`src/rtl/jtcop_vtimer.sv`:
```
// ============================================================================
//  Module   : jtcop_vtimer
//  Purpose  : Shared video timing source for the BAC06 tile layers, object
//             engine and colour mixer: pixel enables, counters, blanks, syncs.
//  Revision : 1.0
// ============================================================================
`default_nettype none

module jtcop_vtimer #(
    parameter int CEN_DIV  = 8,
    parameter int HTOTAL   = 384,
    parameter int HB_START = 256,
    parameter int HS_START = 300,
    parameter int HS_END   = 332,
    parameter int VTOTAL   = 272,
    parameter int VB_END   = 8,
    parameter int VB_START = 248,
    parameter int VS_START = 252,
    parameter int VS_END   = 256
) (
    input  logic       clk,
    input  logic       rst_n,
    output logic       pxl2_cen,
    output logic       pxl_cen,
    output logic [8:0] hdump,
    output logic [8:0] vdump,
    output logic [8:0] vrender,
    output logic       LHBL,
    output logic       LVBL,
    output logic       HS,
    output logic       VS,
    output logic       hinit,
    output logic       vload
);

    localparam int               c_CNT_W    = (CEN_DIV > 2) ? $clog2(CEN_DIV) : 1;
    localparam logic [c_CNT_W-1:0] c_HALF   = c_CNT_W'(CEN_DIV / 2 - 1);
    localparam logic [c_CNT_W-1:0] c_LAST   = c_CNT_W'(CEN_DIV - 1);
    localparam logic [8:0]       c_H_LAST   = 9'(HTOTAL - 1);
    localparam logic [8:0]       c_V_LAST   = 9'(VTOTAL - 1);
    localparam logic [8:0]       c_HB_START = 9'(HB_START);
    localparam logic [8:0]       c_HS_START = 9'(HS_START);
    localparam logic [8:0]       c_HS_END   = 9'(HS_END);
    localparam logic [8:0]       c_VB_END   = 9'(VB_END);
    localparam logic [8:0]       c_VB_START = 9'(VB_START);
    localparam logic [8:0]       c_VS_START = 9'(VS_START);
    localparam logic [8:0]       c_VS_END   = 9'(VS_END);

    logic [c_CNT_W-1:0] r_cnt;
    logic               r_pxl2_cen, r_pxl_cen, r_hinit, r_vload;
    logic [8:0]         r_hdump, r_vdump, r_vrender;
    logic               r_lhbl, r_lvbl, r_hs, r_vs;

    logic               w_adv, w_half, w_h_wrap, w_v_wrap;
    logic [8:0]         w_h_nxt, w_v_nxt, w_vr_nxt;

    // w_adv marks the edge on which pxl_cen rises, so counters and their
    // decodes change on the very cycle pxl_cen is visible downstream.
    assign w_adv    = (r_cnt == c_LAST);
    assign w_half   = (r_cnt == c_HALF);
    assign w_h_wrap = (r_hdump == c_H_LAST);
    assign w_v_wrap = w_h_wrap && (r_vdump == c_V_LAST);
    assign w_h_nxt  = w_h_wrap ? 9'd0 : r_hdump + 9'd1;
    assign w_v_nxt  = w_v_wrap ? 9'd0 : (w_h_wrap ? r_vdump + 9'd1 : r_vdump);
    assign w_vr_nxt = (w_v_nxt == c_V_LAST) ? 9'd0 : w_v_nxt + 9'd1;

    always_ff @(posedge clk) begin
        if (!rst_n) begin
            r_cnt      <= '0;
            r_pxl2_cen <= 1'b0;
            r_pxl_cen  <= 1'b0;
            r_hinit    <= 1'b0;
            r_vload    <= 1'b0;
            r_hdump    <= 9'd0;
            r_vdump    <= 9'd0;
            r_vrender  <= 9'd1;
            r_lhbl     <= 1'b0;
            r_lvbl     <= 1'b0;
            r_hs       <= 1'b0;
            r_vs       <= 1'b0;
        end else begin
            r_cnt      <= w_adv ? '0 : r_cnt + 1'b1;
            r_pxl2_cen <= w_adv || w_half;
            r_pxl_cen  <= w_adv;
            r_hinit    <= w_adv && w_h_wrap;
            r_vload    <= w_adv && w_v_wrap;
            if (w_adv) begin
                r_hdump   <= w_h_nxt;
                r_vdump   <= w_v_nxt;
                r_vrender <= w_vr_nxt;
                // Decode the next values so blanks/syncs have zero skew.
                r_lhbl    <= (w_h_nxt < c_HB_START);
                r_lvbl    <= (w_v_nxt >= c_VB_END) && (w_v_nxt < c_VB_START);
                r_hs      <= (w_h_nxt >= c_HS_START) && (w_h_nxt < c_HS_END);
                r_vs      <= (w_v_nxt >= c_VS_START) && (w_v_nxt < c_VS_END);
            end
        end
    end

    assign pxl2_cen = r_pxl2_cen;
    assign pxl_cen  = r_pxl_cen;
    assign hdump    = r_hdump;
    assign vdump    = r_vdump;
    assign vrender  = r_vrender;
    assign LHBL     = r_lhbl;
    assign LVBL     = r_lvbl;
    assign HS       = r_hs;
    assign VS       = r_vs;
    assign hinit    = r_hinit;
    assign vload    = r_vload;

endmodule

`default_nettype wire

```
`config.mk`:
```
export PLATFORM = sky130hd
export DESIGN_NAME = jtcop_vtimer
export DESIGN_NICKNAME = d
export VERILOG_FILES = /design/src/rtl/jtcop_vtimer.sv
export SDC_FILE = /design/constraint.sdc
export NUM_CORES = 1
export LEC_CHECK = 0
export BUFFER_PORTS_ARGS = -buffer_cell sky130_fd_sc_hd__buf_2
export CAP_MARGIN = 20
export CELL_PAD_IN_SITES_DETAIL_PLACEMENT = 0
export CELL_PAD_IN_SITES_GLOBAL_PLACEMENT = 1
export CORE_UTILIZATION = 44
export CTS_CLUSTER_DIAMETER = 150
export DETAILED_ROUTE_END_ITERATION = 12
export GPL_ROUTABILITY_DRIVEN = 0
export PLACE_DENSITY_LB_ADDON = 0.1
export SLEW_MARGIN = 20
export SYNTH_ARGS = -nofsm -noshare
export SYNTH_HDL_FRONTEND = slang
export SYNTH_SLANG_ARGS = --single-unit
export TNS_END_PERCENT = 20
```
`constraint.sdc`:
```
create_clock -name clk -period 7.3 [get_ports clk]
set_input_delay 1.825 -clock clk [delete_from_list [all_inputs] [get_ports clk]]
set_output_delay 1.825 -clock clk [all_outputs]
set_load 0.01 [all_outputs]
```
* Word-level counts from Yosys, hierarchy flattened
Index checks and enable logic that the tools add are counted.
** Storage, ports and cells
- Bits in registers :: 38
- Output and inout bits :: 35
- Word-level logic and storage cells :: 41
** Operators by class
- Add/subtract/negate cells :: 4
- $lt $le $gt $ge :: 7
- Eq/ne operators :: 5
- Mux-type cells :: 4
- Bitwise gates (word level) :: 1
- Reductions and logical operators :: 8
** Operators by type and width (count)
- 9-bit two-way mux :: 4
- 9-bit by 1-bit adder with 9-bit output, second input constant :: 3
- 9-bit == test, second input constant :: 3
- 9-bit less-than comparator, second input constant :: 3
- 9-bit by 4-bit >= comparator with 1-bit output, second input constant :: 1
- 9-bit by 8-bit >= comparator with 1-bit output, second input constant :: 1
- 9-bit >= comparator, second input constant :: 1
- 9-bit by 8-bit less-than comparator with 1-bit output, second input constant :: 1
- 1-bit logical AND :: 6
- 3-bit by 1-bit adder with 3-bit output, second input constant :: 1
- 3-bit by 2-bit == test with 1-bit output, second input constant :: 1
- 3-bit == test, second input constant :: 1
- 2-bit OR reduction :: 1
- 1-bit logical OR :: 1
- 1-bit inverter :: 1

* Logic depth before layout (Yosys ltp)
- Depth after elaboration :: 5
- Mapped depth :: 10

* Worst setup path after synthesis
OpenSTA, ideal clock, no wires.
- Kind :: input to register
- Start point :: input rst_n
- End point :: register r_hdump[3], in the netlist hdump[3]
- Library setup time :: 0.087 ns
- Data arrival time :: 2.648 ns
- Data required time :: 7.213 ns
- Slack :: 4.565 ns
- Stages on the path :: 5
- Buffers on the path :: 1
- Path through :: clkinv_1 -> nor2_1 -> clkbuf_1 -> o21ai_0 -> o31ai_1
** RTL lines
- start: declaration :: RTL line 22 : input logic rst_n,
- end signal: assignment :: RTL line 88 : r_hdump <= w_h_nxt;
- end: declaration :: RTL line 51 : logic [8:0] r_hdump, r_vdump, r_vrender;

==> results by stage <==
Timing:
- The normalized max-slew margin is approximately 38%.
- The number of max-slew violations in the final report came to 0.
- The sum of negative setup slack is 0 ns.
- Based on the critical path, the design can be clocked at up to between 300 and 400 MHz.
- Of the available clock period, the critical path in the final layout requires 45.4%.
- In the post-route analysis, the smallest setup slack over all paths is roughly 4.0 ns.
- The total count of hold-check failures in the final report is 0.
- The minimum clock period after layout is between 3 and 4 ns.
- At the pin with the least slew margin, the transition time is just over 0.9 ns.
- Setup repair after global routing left no endpoint under its margin.
- Clock skew on the completed layout was measured at approximately 0.006 ns.
- Setup violations remaining at the end of the flow were counted as 0.

Global routing:
- The number of antenna violations at the first check in global routing was 0.
- Across every metal layer, demand over resource in global routing totals a little under 20%.
- The via count of the first global-routing pass was roughly 1400.
- After global routing the overflow that remains totals 0.
- The pin count of the biggest net entering global routing is 25.
- The first global-routing pass estimated between 7 and 8 mm of wire.

Die:
- The initial cell density of the core is between 40% and 50%.
- In this run the count of I/O pins placed on the die edge is 37.
- In this run the vertical extent of the chip is around 70 microns.
- The row count is 24.
- The floorplan core area is between 4000 and 5000 sq um.
- The die outline area is 4840 sq um.
- The die width is approximately 70 microns.

Layout:
- The final design utilization is a little over half.
- Of the cells placed in the final design, the portion with a size suffix greater than 1 is between 10% and 20%.
- The final-layout fill cell count is around 440.
- Summing all multi-input logic gate instances after layout gives 1150 sq um.
- The final antenna diode count is 0.
- The flip-flop and latch area is between 700 and 800 sq um.
- The relative area change from synthesis to final layout is 14.2%.
- For this run, the post-layout net count is between 200 and 300.

Logic synthesis:
- The average instance in the mapped netlist occupies approximately 8.5 sq um.
- Counting flops with an async set or reset pin after synthesis yields a share of 0%.
- Yosys printed 0 warnings.
- The prevailing post-synth register cell is sky130_fd_sc_hd__dfxtp_1.
- When the netlist entered floorplanning its net count stood at 243.
- The post-synthesis cell count is around 240.
- The flip-flop and latch count after synthesis is 38.
- Sequential elements use 37.9% of the synthesized area.
- The number of enable flip-flop cells after synthesis is 0.
- Summing every instance area after synthesis gives roughly 2000 sq um.
- Yosys mapped the design onto 50 distinct sky130hd cell types.

CTS:
- The number of buffers inserted to repair setup after CTS is 0.
- CTS saw 38 sinks.
- In this run, post-CTS hold repair placed 0 buffers.
- TritonCTS built the clock tree.
- The later pin in the worst-skew pair is clocked with a latency of around 0.29 ns.
- The post-CTS resize count is 0.
- The H-tree was split into 2 levels.
- The clock-pin slew on the worst setup and hold paths is roughly 0.080 ns.
- The number of buffers inserted during clock tree synthesis is 5.
- The buffer cell driving the clock tree root is sky130_fd_sc_hd__clkbuf_8.
- Counting along the longest clock path gives a buffer depth of 2.

Placement:
- At the placement stage, the worst setup path has a slack of approximately 3.6 ns.
- The total half-perimeter wirelength after legalization and detailed placement is between 3 and 4 mm.
- Buffers placed on the I/O ports in this run total 36.

Worst setup path:
- The worst setup path is of the input pin to register kind.
- In this run the critical register-to-register path is captured at vrender[3]$_SDFFE_PN0P_.
- The setup slack of the worst register-to-register path is 4.47 ns.
- The number of cells on the worst reg-to-reg path is 8.
- The startpoint of the worst-slack reg-to-reg timing path is hdump[0]$_SDFFE_PN0P_.
- The kind of end point of the critical path is a register.
- The critical path starts at rst_n.
- The required time at the endpoint of the critical path is 7.50 ns.
- The largest driver fanout on the critical path is 18.
- STA classifies the critical path startpoint as an input pin.
- The signal arrival time at the worst endpoint is about 3.5 ns.

Routing:
- Dividing the detail-routed via count by the number of cells gives approximately 5.4.
- For this run, design rule violations remaining after detail routing come to 0.
- Across all layers, the routed design uses about 1700 vias.
- In the final routed layout, each cell accounts on average for roughly 14 microns.
- Once detail routing completed, the nets flagged for antenna violations numbered 0.
- Summed over all layers, the routed wires come to roughly 4.5 mm.
- The violation count after the first detailed-routing iteration is 96.
- The first detailed-routing pass took 5 iterations.

Power and ir drop:
- For this design the ratio of total power to cell area is 160 nW/um^2.
- Across the VDD grid, the largest voltage drop is ~0.13 mV.
- The design draws 0.368 mW.
- The leakage power summed over all cells is between 1 and 1.5 nW.

Hold path:
- The worst hold path begins at r_cnt[0]$_SDFF_PP0_.
- The worst hold path belongs to the class register to register.
- Along the worst hold path, the cell count comes to 1.
- The destination of the worst hold path is r_cnt[0]$_SDFF_PP0_.

Outcome:
- The run finished with clean final reports.

Run:
- Max-cap violations in this run came to 0.
## synthesized netlist by cell type, drive strengths merged (2+ instances only)
master	count	share of area [%]
xor2	10	4.4
a21oi	9	2.4
nor3	7	1.7
or3	3	0.94
o221a	2	1.1
inv	8	1.5
nand2	23	4.3
nand4	3	1.7
a22o	5	2.2
a32o	2	1.0
dfxtp	38	38
clkbuf	8	1.6
o21ai	9	2.2
mux2i	8	4.0
nor2	33	6.2
and3	5	1.6
nand3	16	4.2
xnor2	7	3.1
o31ai	2	0.75
a211oi	4	1.5
ha	6	3.7
nor4	3	2.0
buf	4	1.4
## where the power goes
group          switching (mW)  leakage (nW)  internal, mW
logic                 0.00638         0.672       0.00286
registers             0.00108         0.307         0.209
clock network          0.0720        0.0482        0.0762
total                  0.0794          1.03         0.288
## critical path: stages
cell                       delay, ns
sky130_fd_sc_hd__buf_2          0.10
sky130_fd_sc_hd__clkinv_1       0.41
sky130_fd_sc_hd__nor2_1         0.88
sky130_fd_sc_hd__o21ai_0        0.20
sky130_fd_sc_hd__o31ai_1        0.10
## layout make-up
type                            instances  area share, %
Timing Repair Buffer                   37           8.19
Sequential cell                        38           33.2
Clock inverter                          1          0.218
Inverter                                9           1.47
Tap cell                               52           2.84
Clock buffer                            7           3.77
Multi-Input combinational cell        176           50.3
## layout by cell type, fill, tap and decap left out, types with 6 or more instances in the layout
cell / synthesis / layout
sky130_fd_sc_hd__a21oi_1: 8 / 8
sky130_fd_sc_hd__buf_2: 1 / 36
sky130_fd_sc_hd__clkbuf_8: 0 / 6
sky130_fd_sc_hd__dfxtp_1: 38 / 38
sky130_fd_sc_hd__ha_1: 6 / 6
sky130_fd_sc_hd__inv_1: 8 / 8
sky130_fd_sc_hd__mux2i_1: 8 / 8
sky130_fd_sc_hd__nand2_1: 23 / 23
sky130_fd_sc_hd__nand3_1: 15 / 15
sky130_fd_sc_hd__nor2_1: 33 / 33
sky130_fd_sc_hd__nor3_1: 7 / 7
sky130_fd_sc_hd__o21ai_0: 9 / 9
sky130_fd_sc_hd__xnor2_1: 7 / 7
sky130_fd_sc_hd__xor2_1: 10 / 10
## worst max-delay path by stage
stage	slack, ns	depth (start not counted)	end
2_1_floorplan	4.56	5	hdump[3]$_SDFFE_PN0P_
3_3_place_gp	3.69	5	hdump[3]$_SDFFE_PN0P_
3_5_place_dp	3.62	5	hdump[3]$_SDFFE_PN0P_
4_1_cts	3.91	5	hdump[3]$_SDFFE_PN0P_
5_1_grt	3.72	5	vrender[4]$_SDFFE_PN0P_
6_report	3.98	5	hdump[3]$_SDFFE_PN0P_
## per-stage QoR
step,std cells,cell area [sq um],hold WS (ns)
2_1_floorplan,235,2010,0.399
3_3_place_gp,312,2200,0.412
3_5_place_dp,312,2200,0.412
4_1_cts,320,2290,0.422
5_1_grt,320,2290,0.446
6_report,320,2290,0.418
## sequential cells by signal, indices dropped and copies added (netlist names)
name and flops:
HS 1, LHBL 1, LVBL 1, VS 1
hdump 9, hinit 1, pxl2_cen 1, pxl_cen 1
r_cnt 3, vdump 9, vload 1, vrender 9
## routing by layer
layer  GRT usage, %  share of wire (%)
met5              0                  0
met4           5.44                1.2
met1           29.8                 54
met3           4.51                3.5
met2           27.5                 42
## logic make-up (layout without fill, tap and decap cells)
| logic type | after synthesis | in the layout | synth area share [%] |
|---|---|---|---|
| compound gates | 43 | 43 | 15.3 |
| buf+inv | 21 | 54 | 4.61 |
| flops | 38 | 38 | 37.9 |
| simple gates | 101 | 101 | 26.5 |
| fa+ha+maj | 6 | 6 | 3.74 |
| mux | 9 | 9 | 4.55 |
| xor+xnor | 17 | 17 | 7.42 |
Power figures use the tool's default switching activity.
